## src/rtl/stopwatch_display_scanner.sv

```systemverilog
`default_nettype none
// ============================================================================
// Module   : stopwatch_display_scanner
// Purpose  : Multiplexes a packed BCD MM:SS value onto a common-anode 4-digit
//            seven-segment display with blanking, leading-zero and colon dp.
// Revision : 1.0 - initial release
// ============================================================================
module stopwatch_display_scanner #(
  parameter int BOARD_CLOCK_FREQUENCY_IN_HZ = 100_000_000,
  parameter int DIGIT_REFRESH_RATE_IN_HZ    = 1000,
  parameter int BLANK_CYCLES                = 16,
  parameter int NUMBER_OF_DIGITS            = 4,
  parameter int NUMBER_OF_BITS_PER_DIGIT    = 4,
  parameter bit LEADING_ZERO_BLANK          = 1'b1
) (
  input  logic                                                  clk,
  input  logic                                                  rst,
  input  logic                                                  enable,
  input  logic [NUMBER_OF_DIGITS*NUMBER_OF_BITS_PER_DIGIT-1:0] number,
  input  logic                                                  colon,
  output logic [6:0]                                            segments,
  output logic                                                  dp,
  output logic [NUMBER_OF_DIGITS-1:0]                           digit_select
);

  localparam int c_dwell = BOARD_CLOCK_FREQUENCY_IN_HZ / DIGIT_REFRESH_RATE_IN_HZ;
  localparam int c_p_w   = (c_dwell > 1) ? $clog2(c_dwell) : 1;
  localparam int c_idx_w = (NUMBER_OF_DIGITS > 1) ? $clog2(NUMBER_OF_DIGITS) : 1;
  localparam int c_num_w = NUMBER_OF_DIGITS * NUMBER_OF_BITS_PER_DIGIT;

  localparam logic [c_p_w-1:0]            c_p_last    = c_p_w'(c_dwell - 1);
  localparam logic [c_p_w-1:0]            c_p_blank   = c_p_w'(BLANK_CYCLES);
  localparam logic [c_idx_w-1:0]          c_idx_last  = c_idx_w'(NUMBER_OF_DIGITS - 1);
  localparam logic [c_idx_w-1:0]          c_idx_colon = c_idx_w'(2);
  localparam logic [6:0]                  c_seg_off   = 7'h7F;
  localparam logic [NUMBER_OF_DIGITS-1:0] c_sel_off   = '1;
  localparam logic [NUMBER_OF_DIGITS-1:0] c_sel_one   = NUMBER_OF_DIGITS'(1);

  logic [c_p_w-1:0]                    r_p;
  logic [c_idx_w-1:0]                  r_idx;
  logic [c_num_w-1:0]                  r_snapshot;
  logic                                r_first;

  logic [NUMBER_OF_BITS_PER_DIGIT-1:0] w_digit;
  logic                                w_active;
  logic                                w_lz_blank;
  logic [6:0]                          w_seg_next;
  logic [NUMBER_OF_DIGITS-1:0]         w_sel_next;
  logic                                w_dp_next;

  // Active-low gfedcba; anything beyond 9 renders as a dash.
  function automatic logic [6:0] decode(input logic [NUMBER_OF_BITS_PER_DIGIT-1:0] value);
    case (int'(value))
      0:       decode = 7'b1000000;
      1:       decode = 7'b1111001;
      2:       decode = 7'b0100100;
      3:       decode = 7'b0110000;
      4:       decode = 7'b0011001;
      5:       decode = 7'b0010010;
      6:       decode = 7'b0000010;
      7:       decode = 7'b1111000;
      8:       decode = 7'b0000000;
      9:       decode = 7'b0010000;
      default: decode = 7'b0111111;
    endcase
  endfunction

  always_comb begin
    w_digit = '0;
    for (int i = 0; i < NUMBER_OF_DIGITS; i++) begin
      if (r_idx == c_idx_w'(i)) begin
        w_digit = r_snapshot[i*NUMBER_OF_BITS_PER_DIGIT +: NUMBER_OF_BITS_PER_DIGIT];
      end
    end
  end

  // The blank interval at the head of every dwell hides the digit change.
  assign w_active   = (r_p >= c_p_blank);
  assign w_lz_blank = LEADING_ZERO_BLANK && (r_idx == c_idx_last) && (w_digit == '0);
  assign w_seg_next = (!w_active || w_lz_blank) ? c_seg_off : decode(w_digit);
  assign w_sel_next = w_active ? ~(c_sel_one << r_idx) : c_sel_off;
  assign w_dp_next  = !(w_active && (r_idx == c_idx_colon) && colon);

  // rst is active-low and asynchronous.
  always_ff @(posedge clk or negedge rst) begin
    if (!rst) begin
      r_p          <= '0;
      r_idx        <= '0;
      r_snapshot   <= '0;
      r_first      <= 1'b1;
      segments     <= c_seg_off;
      dp           <= 1'b1;
      digit_select <= c_sel_off;
    end else if (!enable) begin
      r_p          <= '0;
      r_idx        <= '0;
      r_first      <= 1'b1;
      segments     <= c_seg_off;
      dp           <= 1'b1;
      digit_select <= c_sel_off;
    end else begin
      r_p <= (r_p == c_p_last) ? '0 : r_p + 1'b1;
      if (r_p == c_p_last) begin
        r_idx <= (r_idx == c_idx_last) ? '0 : r_idx + 1'b1;
      end
      // Snapshot only at scan wrap (or first enabled clock) so digits never tear.
      if (r_first) begin
        r_snapshot <= number;
        r_first    <= 1'b0;
      end else if ((r_p == c_p_last) && (r_idx == c_idx_last)) begin
        r_snapshot <= number;
      end
      segments     <= w_seg_next;
      dp           <= w_dp_next;
      digit_select <= w_sel_next;
    end
  end

endmodule
`default_nettype wire

```

## config.mk

```make
export PLATFORM = sky130hd
export DESIGN_NAME = stopwatch_display_scanner
export DESIGN_NICKNAME = d
export VERILOG_FILES = /design/src/rtl/stopwatch_display_scanner.sv
export SDC_FILE = /design/constraint.sdc
export NUM_CORES = 1
export LEC_CHECK = 0
export ABC_CLOCK_PERIOD_IN_PS = 2880
export CAP_MARGIN = 10
export CORE_ASPECT_RATIO = 0.6
export CORE_MARGIN = 4
export CORE_UTILIZATION = 62
export CTS_BUF_LIST = sky130_fd_sc_hd__clkbuf_16
export DETAILED_ROUTE_END_ITERATION = 16
export DONT_BUFFER_PORTS = 1
export PLACE_DENSITY = 0.79
export SLEW_MARGIN = 15
export SYNTH_ARGS = -nofsm -noshare
export SYNTH_HDL_FRONTEND = slang
export SYNTH_SLANG_ARGS = --single-unit
```

## constraint.sdc

```tcl
create_clock -name clk -period 2.88 [get_ports clk]
set_input_delay 0.144 -clock clk [delete_from_list [all_inputs] [get_ports clk]]
set_output_delay 0.144 -clock clk [all_outputs]
set_load 0.05 [all_outputs]
```

==> results of run 1 <==
## through the flow
stage               setup slack (ns)  cells  utilization [%]  total power, W
CTS                            0.340    285             75.8         0.00151
detailed placement             0.350    259             66.6        0.000899
global route                   0.175    285             75.8         0.00157
global placement               0.457    259             66.6        0.000888
floorplan                      0.393    217                -        0.000859
finish                         0.315    285             75.8         0.00150
## flip-flops by register name, summed over array words and instances, names as in the netlist
register	cells
r_p	17
r_snapshot	16
segments	7
digit_select	4
r_idx	2
dp	1
r_first	1
## power by group through the flow
stage / clock (W) / sequential (W) / combinational [W]
after floorplan: 0 / 0.000741 / 0.000119
after global placement: 0 / 0.000748 / 0.000139
after detailed placement: 0 / 0.000750 / 0.000149
after CTS: 0.000581 / 0.000738 / 0.000188
after global routing: 0.000615 / 0.000743 / 0.000207
final: 0.000566 / 0.000740 / 0.000190
## cell families after synthesis
kind of cell             after synthesis  share of synthesized area [%]
AO/OA/AOI/OAI                         38                           11.7
XOR/XNOR                              12                           4.29
adder cells (fa/ha/maj)               12                           6.12
buffers and inverters                 19                           3.27
flip-flops                            48                           49.6
multiplexers                          17                           9.34
AND/OR/NAND/NOR                       71                           15.7
## metal layers
| metal | wire, um | share of wire [%] | vias to the layer above | GRT usage (%) |
|---|---|---|---|---|
| li1 | - | - | 822 | - |
| met1 | 2360 | 44 | 875 | 33.7 |
| met2 | 2260 | 43 | 92 | 32.1 |
| met3 | 492 | 9.3 | 21 | 9.97 |
| met4 | 191 | 3.6 | 0 | 7.64 |
| met5 | 0 | 0 | - | 0 |
## worst register-to-register path: stages, from the launching register on
cell	delay, ns
dfrtp_1	0.41
or4_4	0.55
or3_1	0.51
o41ai_4	0.26
buf_4	0.33
mux2_2	0.38
## cell usage in the layout (no fill, tap or decap), types with 7 or more instances in the layout
cell type       n
inv_1          11
nor2_1         15
dfstp_2        13
xor2_1         11
ha_1           12
mux2_4         10
dlygate4sd3_1  17
o21ai_0         7
nand2_1        16
mux2_2          7
nand3_1         7
dfrtp_1        35
## path summary, 6_finish.rpt
| path | endpoint | slack, ns | depth (start not counted) |
|---|---|---|---|
| min reg2reg | r_snapshot[7]$_DFFE_PN0P_ | 0.51 | 1 |
| min in group asynchronous | r_p[7]$_DFF_PN0_ | 0.35 | 2 |
| max | r_snapshot[4]$_DFFE_PN0P_ | 0.31 | 5 |
| max in group asynchronous | r_first$_DFF_PN1_ | 2.24 | 2 |
| max reg2reg | r_snapshot[4]$_DFFE_PN0P_ | 0.31 | 5 |
| min | r_snapshot[11]$_DFFE_PN0P_ | 0.02 | 1 |
## area by class of cell
type                       instances  area [um2]  share of cell area [%]
clock buffer                       5         125                    4.41
clock inverter                     3        18.8                   0.662
inverter                          11        41.3                    1.46
multi-input combinational        150        1150                    40.7
sequential                        48        1220                    42.9
tap                               47        58.8                    2.07
timing repair buffer              21         220                    7.76
==> impl_metrics.json, run 1 <==
{
  "status": "completed",
  "core_um2": 3740,
  "min_path_type": "primary input to register",
  "rsz0062_at_grt": "no",
  "fin_crit_ns": 2.57,
  "yosysTopAreaCell": "dfrtp_1",
  "ctsHoldBuffers": 18,
  "switching_share_pct": 24.4,
  "gp_congestion": 0.876,
  "antenna_found_initial": 0,
  "ant_nets": 0,
  "crit_buf_inv": 1,
  "drt-total-wl_um": 5310,
  "drc": 0,
  "slowest_delay_ns": 0.55,
  "ys_ff_latch": 48,
  "worstPathCellList": "or4_4, or3_1, o41ai_4, buf_4, mux2_2",
  "die_w_um": 89.2,
  "critPathSlowestCell": "or4_4",
  "grt_pass1_vias": 1796,
  "port_buffers": 0,
  "p_sw_w": 0.000364,
  "synth_enable_flop_cells": 0,
  "hold_ws_ns": 0.0166,
  "r2r_start": "r_p[12]$_DFF_PN0_",
  "initial_core_util_pct": 65.5,
  "synthArstFlopShare_pct": 100,
  "yosysWarnings": 0,
  "vias_per_cell": 6.35,
  "diodes": 0,
  "max-cap-violations": 0,
  "syn_avg_cell_area_um2": 11.3,
  "power_frac_comb_pct": 12.7,
  "finalHoldViolations": 0,
  "synth.net_count": 249,
  "setup_tns_ns": 0,
  "synthCells": 217,
  "grt_pass1_wl_um": 8970,
  "dr_total_vias": 1810,
  "synth_ff_type": "dfrtp_1",
  "yosysTopAreaCellShare_pct": 35.7,
  "layout-drive-gt1-share_pct": 19.3,
  "stdcell_area_um2": 2840,
  "clkPwrFrac_pct": 37.9,
  "root_buffer": "clkbuf_16",
  "setup_viol": 0,
  "crit_family": "simple AND/OR/NAND/NOR gates",
  "crit_path_end_kind": "register",
  "first_iter_violations": 141,
  "hp-start": "number[11]",
  "fillers": 239,
  "p_seq_share_pct": 49.4,
  "cts_setup_buffers": 0,
  "synthesis.area_um2": 2450,
  "row_count": 17,
  "globalRouteTotalUtil_pct": 23.6,
  "numCtsBuffers": 5,
  "gr-total-overflow": 0,
  "cts_tree": "built",
  "p_per_area_nw_per_um2": 527,
  "placed_area_um2": 2490,
  "area_growth_pct": 15.7,
  "required_ns": 3.05,
  "dpl.hpwl_um": 3610,
  "drv_slew": 0,
  "worstMarginPinSlew_ns": 0.705,
  "period_share_pct": 89.1,
  "cts_buffer_depth": 2,
  "grt_max_degree": 49,
  "worstSetupPathType": "register to register",
  "startpoint": "r_p[12]$_DFF_PN0_",
  "p_leak_nw": 1.23,
  "ctsHtreeMaxLevel": 2,
  "cp.arrival_ns": 2.74,
  "synth.most_common_cell": "dfrtp_1",
  "netlist_top_cells_count": "dfrtp_1, nand2_1, nor2_1, dfstp_2, ha_1",
  "io_pins": 32,
  "dieArea_um2": 5060,
  "synth_cell_types": 47,
  "wl_per_cell_um": 18.6,
  "cp-start-kind": "register",
  "die_h_um": 56.7,
  "crit_fanout": 16,
  "clock_skew_ns": 0.00582,
  "ys_seq_area_share_pct": 49.6,
  "p_int_w": 0.00113,
  "max-vdd-ir-drop_v": 0.000515,
  "cts.sinks": 48,
  "clk_latency_ns": 0.29,
  "cts_resized": 0,
  "clk_pin_slew_ns": 0.06,
  "maxSlewHeadroom_pct": 52.7,
  "final_nets": 269,
  "dr.pass1.iters": 4,
  "yosys-top-cells-area": "dfrtp_1, dfstp_2, ha_1, mux2_4, xor2_1",
  "max_freq_mhz": 390
}
No activity file was read; power rests on OpenSTA's default activity.
==> inputs of run 2 (changes only) <==
--- a/config.mk
+++ b/config.mk
@@ -5,15 +5,15 @@
 export SDC_FILE = /design/constraint.sdc
 export NUM_CORES = 1
 export LEC_CHECK = 0
-export ABC_CLOCK_PERIOD_IN_PS = 2880
+export ABC_CLOCK_PERIOD_IN_PS = 2800
 export CAP_MARGIN = 10
 export CORE_ASPECT_RATIO = 0.6
-export CORE_MARGIN = 4
+export CORE_MARGIN = 3
 export CORE_UTILIZATION = 62
 export CTS_BUF_LIST = sky130_fd_sc_hd__clkbuf_16
 export DETAILED_ROUTE_END_ITERATION = 16
 export DONT_BUFFER_PORTS = 1
-export PLACE_DENSITY = 0.79
+export PLACE_DENSITY = 0.74
 export SLEW_MARGIN = 15
 export SYNTH_ARGS = -nofsm -noshare
 export SYNTH_HDL_FRONTEND = slang
==> constraint.sdc (replaced) <==
create_clock -name clk -period 2.8 [get_ports clk]
set_input_delay 0.14 -clock clk [delete_from_list [all_inputs] [get_ports clk]]
set_output_delay 0.14 -clock clk [all_outputs]
set_load 0.05 [all_outputs]
==> impl_metrics.json, run 2 (same netlist as run 1, synthesis figures left out) <==
{
  "drv_slew": 0,
  "min_to": "r_snapshot[2]$_DFFE_PN0P_",
  "critPathSlowestCell": "or3b_2",
  "whs_path_depth": 1,
  "reg2reg_slack_ns": 0.26,
  "largest_reg_flops": 17,
  "maxSlewHeadroom_pct": 50.8,
  "status": "completed",
  "grt_max_degree": 49,
  "initial_core_util_pct": 65.5,
  "cts_setup_buffers": 0,
  "slowest_delay_ns": 0.48,
  "startpoint": "r_idx[0]$_DFFE_PN0P_",
  "core_um2": 3740,
  "dr_total_vias": 1782,
  "layout_commonest_cell": "dfrtp_1",
  "required_ns": 2.99,
  "final_cell_count_no_fill": 283,
  "ff2ff_path_depth": 8,
  "min_path_type": "primary input to register",
  "die_w_um": 87.2,
  "crit_path_end_kind": "register",
  "cts_buffer_depth": 2,
  "final_nets": 267,
  "dpl.hpwl_um": 3660,
  "root_buffer": "clkbuf_16",
  "layout-drive-gt1-share_pct": 19.1,
  "port_buffers": 0,
  "wl_met2_um": 2340,
  "top_regs": "r_p x17, r_snapshot x16, segments x7",
  "diodes": 0,
  "worstMarginPinSlew_ns": 0.728,
  "drc": 0,
  "max-vdd-ir-drop_v": 0.000430,
  "row_count": 17,
  "hp-start": "number[2]",
  "crit_fanout": 8,
  "layout_common_cells": "dfrtp_1, nand2_1, nor2_1, dlygate4sd3_1, dfstp_2",
  "numCtsBuffers": 5,
  "die_h_um": 54.7,
  "first_iter_violations": 133,
  "area_growth_pct": 15.7,
  "period_share_pct": 90.8,
  "gr-total-overflow": 0,
  "power.total_w": 0.00161,
  "globalRouteTotalUtil_pct": 24.6,
  "wl_per_cell_um": 19.0,
  "rsz0062_at_grt": "no",
  "dr.pass1.iters": 5,
  "setup_tns_ns": 0,
  "placed_area_um2": 2490,
  "fin_crit_ns": 2.54,
  "antenna_found_initial": 0,
  "worstSetupPathType": "register to register",
  "dp_cells": 259,
  "dieArea_um2": 4770,
  "wl_met1_um": 2420,
  "cts_tree": "built",
  "top_layer": "met4",
  "ant_nets": 0,
  "gp_congestion": 0.868,
  "cts.sinks": 48,
  "wl_met3_um": 464,
  "clk_pin_slew_ns": 0.06,
  "grt_pass1_vias": 1705,
  "finalHoldViolations": 0,
  "setup_viol": 0,
  "cp.arrival_ns": 2.73,
  "p_leak_nw": 1.24,
  "cp-start-kind": "register",
  "grt_pass1_wl_um": 8510,
  "drt-total-wl_um": 5360,
  "max-cap-violations": 0,
  "max_freq_mhz": 393,
  "ctsHtreeMaxLevel": 2,
  "worstPathCellList": "inv_1, ha_1, or3b_2, o221ai_1, inv_1, ha_1, a221oi_1, a22oi_1",
  "r2r_start": "r_idx[0]$_DFFE_PN0P_",
  "clock_skew_ns": 0.00531,
  "io_pins": 32,
  "vias_per_cell": 6.30,
  "p_per_area_nw_per_um2": 569,
  "r2r_end": "segments[3]$_DFF_PN1_",
  "largest-register": "r_p",
  "stdcell_area_um2": 2840,
  "clk_latency_ns": 0.29
}
-- run 2: cell count changes in the layout (fill, tap and decap cells not counted) --
cell / change
bufinv_16: +1
dlygate4sd3_1: -2
inv_1: +1
clkinv_4: -1
clkinv_2: -1
-- run 2: through the flow --
stage / hold slack [ns] / setup WS, ns / util, %
after floorplan: -0.156 / 0.313 / -
after global placement: -0.155 / 0.382 / 66.6
after detailed placement: -0.155 / 0.306 / 66.6
after CTS: 0.0000122 / 0.288 / 75.5
after global routing: 0.00229 / 0.0435 / 75.8
final: 0.00287 / 0.257 / 75.8
-- run 2: layer usage --
layer / GRT usage, % / vias up
li1: - / 815
met1: 35.0 / 847
met2: 35.8 / 101
met3: 6.77 / 19
met4: 9.44 / 0
met5: 0 / -
-- run 2: layout make-up --
type	count	area, um2
Clock inverter	3	38.8
Clock buffer	5	125
Timing Repair Buffer	19	200
Fill cell	237	907
Tap cell	47	58.8
Inverter	11	41.3
Multi-Input combinational cell	150	1150
Sequential cell	48	1220
-- run 2: what timing repair did --
action / CTS / global route
endpoints found under the hold margin: 61 / 1
hold buffers: 15 / 1
resized for setup: 0 / 0
-- run 2: how the worst max path moves through the flow --
stage	endpoint	cells after the start
2_1_floorplan	r_snapshot[10]$_DFFE_PN0P_	6
3_3_place_gp	r_snapshot[0]$_DFFE_PN0P_	5
3_5_place_dp	r_snapshot[5]$_DFFE_PN0P_	5
4_1_cts	r_snapshot[5]$_DFFE_PN0P_	5
5_1_grt	segments[3]$_DFF_PN1_	7
6_report	segments[3]$_DFF_PN1_	8
-- run 2: power by group --
group	internal, W	switching [W]	leakage, nW	total [W]
Sequential	0.000734	0.0000294	0.587	0.000763
Clock	0.000416	0.000246	0.0850	0.000662
Combinational	0.0000980	0.0000900	0.564	0.000188
-- run 2: critical path, delay by kind of cell, from the launching register on --
kind / cells / cell delay, ns
flops: 1 / 0.42
buf+inv: 2 / 0.28
compound gates: 3 / 0.70
fa+ha+maj: 2 / 0.56
simple gates: 1 / 0.48
==> inputs of run 3 (changes only) <==
--- a/config.mk
+++ b/config.mk
@@ -7,13 +7,15 @@
 export LEC_CHECK = 0
 export ABC_CLOCK_PERIOD_IN_PS = 2800
 export CAP_MARGIN = 10
+export CELL_PAD_IN_SITES_DETAIL_PLACEMENT = 1
+export CELL_PAD_IN_SITES_GLOBAL_PLACEMENT = 1
 export CORE_ASPECT_RATIO = 0.6
 export CORE_MARGIN = 3
-export CORE_UTILIZATION = 62
+export CORE_UTILIZATION = 50
 export CTS_BUF_LIST = sky130_fd_sc_hd__clkbuf_16
 export DETAILED_ROUTE_END_ITERATION = 16
 export DONT_BUFFER_PORTS = 1
-export PLACE_DENSITY = 0.74
+export PLACE_DENSITY = 0.75
 export SLEW_MARGIN = 15
 export SYNTH_ARGS = -nofsm -noshare
 export SYNTH_HDL_FRONTEND = slang
==> constraint.sdc (replaced) <==
create_clock -name clk -period 2.8 [get_ports clk]
set_input_delay 0.14 -clock clk [delete_from_list [all_inputs] [get_ports clk]]
set_output_delay 0.14 -clock clk [all_outputs]
set_load 0.1 [all_outputs]
==> impl_metrics.json, run 3 (same netlist as run 1, synthesis figures left out) <==
{
  "status": "completed",
  "crit_family": "compound AO/OA/AOI/OAI gates",
  "layout-drive-gt1-share_pct": 19.4,
  "r2r_end": "segments[3]$_DFF_PN1_",
  "port_buffers": 0,
  "max-cap-violations": 0,
  "grt_pass1_wl_um": 9870,
  "layout_commonest_cell": "dfrtp_1",
  "hp-start": "enable",
  "dr.pass1.iters": 4,
  "crit_path_end_kind": "register",
  "antenna_found_initial": 0,
  "worstMarginPinSlew_ns": 0.713,
  "maxSlewHeadroom_pct": 52.2,
  "dr_total_vias": 1797,
  "grt_max_degree": 49,
  "drt-total-wl_um": 6260,
  "cp-start-kind": "register",
  "final_nets": 273,
  "cp.arrival_ns": 2.79,
  "slowest_delay_ns": 0.47,
  "placed_area_um2": 2530,
  "fillers": 491,
  "die_h_um": 60.2,
  "min_to": "segments[0]$_DFF_PN1_",
  "initial_core_util_pct": 52.6,
  "cts.sinks": 48,
  "multiInputGateArea_um2": 1150,
  "power.total_w": 0.00165,
  "crit_fanout": 9,
  "cts_setup_buffers": 0,
  "ant_nets": 0,
  "path_depth": 8,
  "top_regs": "r_p x17, r_snapshot x16, segments x7",
  "drc": 0,
  "period_share_pct": 93.2,
  "dieArea_um2": 5810,
  "vias_per_cell": 5.89,
  "setup_viol": 0,
  "required_ns": 2.98,
  "area_growth_pct": 18.7,
  "whs_path_depth": 3,
  "drv_slew": 0,
  "largest_reg_flops": 17,
  "r2r_start": "r_idx[1]$_DFFE_PN0P_",
  "diodes": 0,
  "cts_tree": "built",
  "ctsHtreeMaxLevel": 2,
  "p_per_area_nw_per_um2": 568,
  "layout_common_cells": "dfrtp_1, dlygate4sd3_1, nand2_1",
  "io_pins": 32,
  "max_freq_mhz": 383,
  "crit_buf_inv": 2,
  "wl_per_cell_um": 20.5,
  "row_count": 19,
  "clk_latency_ns": 0.29,
  "ff2ff_path_depth": 8,
  "clock_skew_ns": 0.00606,
  "gr-total-overflow": 0,
  "worstSetupPathType": "register to register",
  "globalRouteTotalUtil_pct": 23.6,
  "numCtsBuffers": 5,
  "die_w_um": 96.4,
  "clk_pin_slew_ns": 0.07,
  "cts_buffer_depth": 2,
  "register_area_um2": 1220,
  "worstPathCellList": "inv_1, ha_1, a211o_1, o221ai_1, inv_1, ha_1, a221oi_1, a22oi_1",
  "setup_tns_ns": 0,
  "fin_util_pct": 62.5,
  "p_leak_nw": 1.26,
  "gp_congestion": 0.823,
  "first_iter_violations": 58,
  "reg2reg_slack_ns": 0.19,
  "dpl.hpwl_um": 4250,
  "core_um2": 4660,
  "root_buffer": "clkbuf_16",
  "min_path_type": "primary input to register",
  "max-vdd-ir-drop_v": 0.000435,
  "fin_crit_ns": 2.61,
  "finalHoldViolations": 0,
  "rsz0062_at_grt": "no",
  "largest-register": "r_p",
  "critPathSlowestCell": "o221ai_1",
  "stdcell_area_um2": 2910,
  "grt_pass1_vias": 1895
}
[run 3: cell count changes in the layout (fill, tap and decap cells not counted), sizes merged]
| cell | change |
|---|---|
| buf | +2 |
| dlygate4sd3 | +4 |
[run 3: layout make-up]
class	count	share of cell area, %
inverter	11	1.42
timing repair buffer	25	8.77
sequential	48	41.8
multi-input combinational	150	39.7
clock buffer	5	4.30
clock inverter	3	1.33
tap	63	2.71
[run 3: worst register-to-register path, stage by stage, from the launching register on]
cell and delay [ns]:
dfrtp_1 0.40, inv_1 0.08, ha_1 0.29, a211o_1 0.32, o221ai_1 0.47, inv_1 0.20
ha_1 0.25, a221oi_1 0.36, a22oi_1 0.13
[run 3: metal layers]
layer	global-route usage, %	routed length (um)	up-vias
met5	0	0	-
met3	5.66	295	11
met1	32.4	2940	910
met4	7.58	81	0
li1	-	-	826
met2	36.9	2950	50
[run 3: worst max-delay path by stage]
stage | start | end
after global routing | r_idx[0]$_DFFE_PN0P_ | segments[3]$_DFF_PN1_
after CTS | r_idx[1]$_DFFE_PN0P_ | segments[3]$_DFF_PN1_
after detailed placement | r_idx[1]$_DFFE_PN0P_ | segments[3]$_DFF_PN1_
after floorplan | r_p[12]$_DFF_PN0_ | r_snapshot[10]$_DFFE_PN0P_
final | r_idx[1]$_DFFE_PN0P_ | segments[3]$_DFF_PN1_
after global placement | r_p[12]$_DFF_PN0_ | r_snapshot[0]$_DFFE_PN0P_
[run 3: power breakdown]
| group | leakage, nW | internal, W | switching, W |
|---|---|---|---|
| clock | 0.0850 | 0.000417 | 0.000270 |
| combinational | 0.590 | 0.000103 | 0.000101 |
| sequential | 0.587 | 0.000733 | 0.0000295 |
| total | 1.26 | 0.00125 | 0.000401 |
[run 3: through the flow]
step	worst slack (ns)	hold WS (ns)	instances
detailed placement	0.238	-0.155	277
global route	0.0237	0.224	305
finish	0.190	0.209	305
floorplan	0.313	-0.156	217
global placement	0.366	-0.155	277
CTS	0.206	0.000104	300
[run 3: what timing repair did]
action | CTS | global route
endpoints found under the hold margin | 61 | 5
resized for setup | 0 | 0
setup endpoints to repair | 0 | 0
hold buffers | 15 | 5
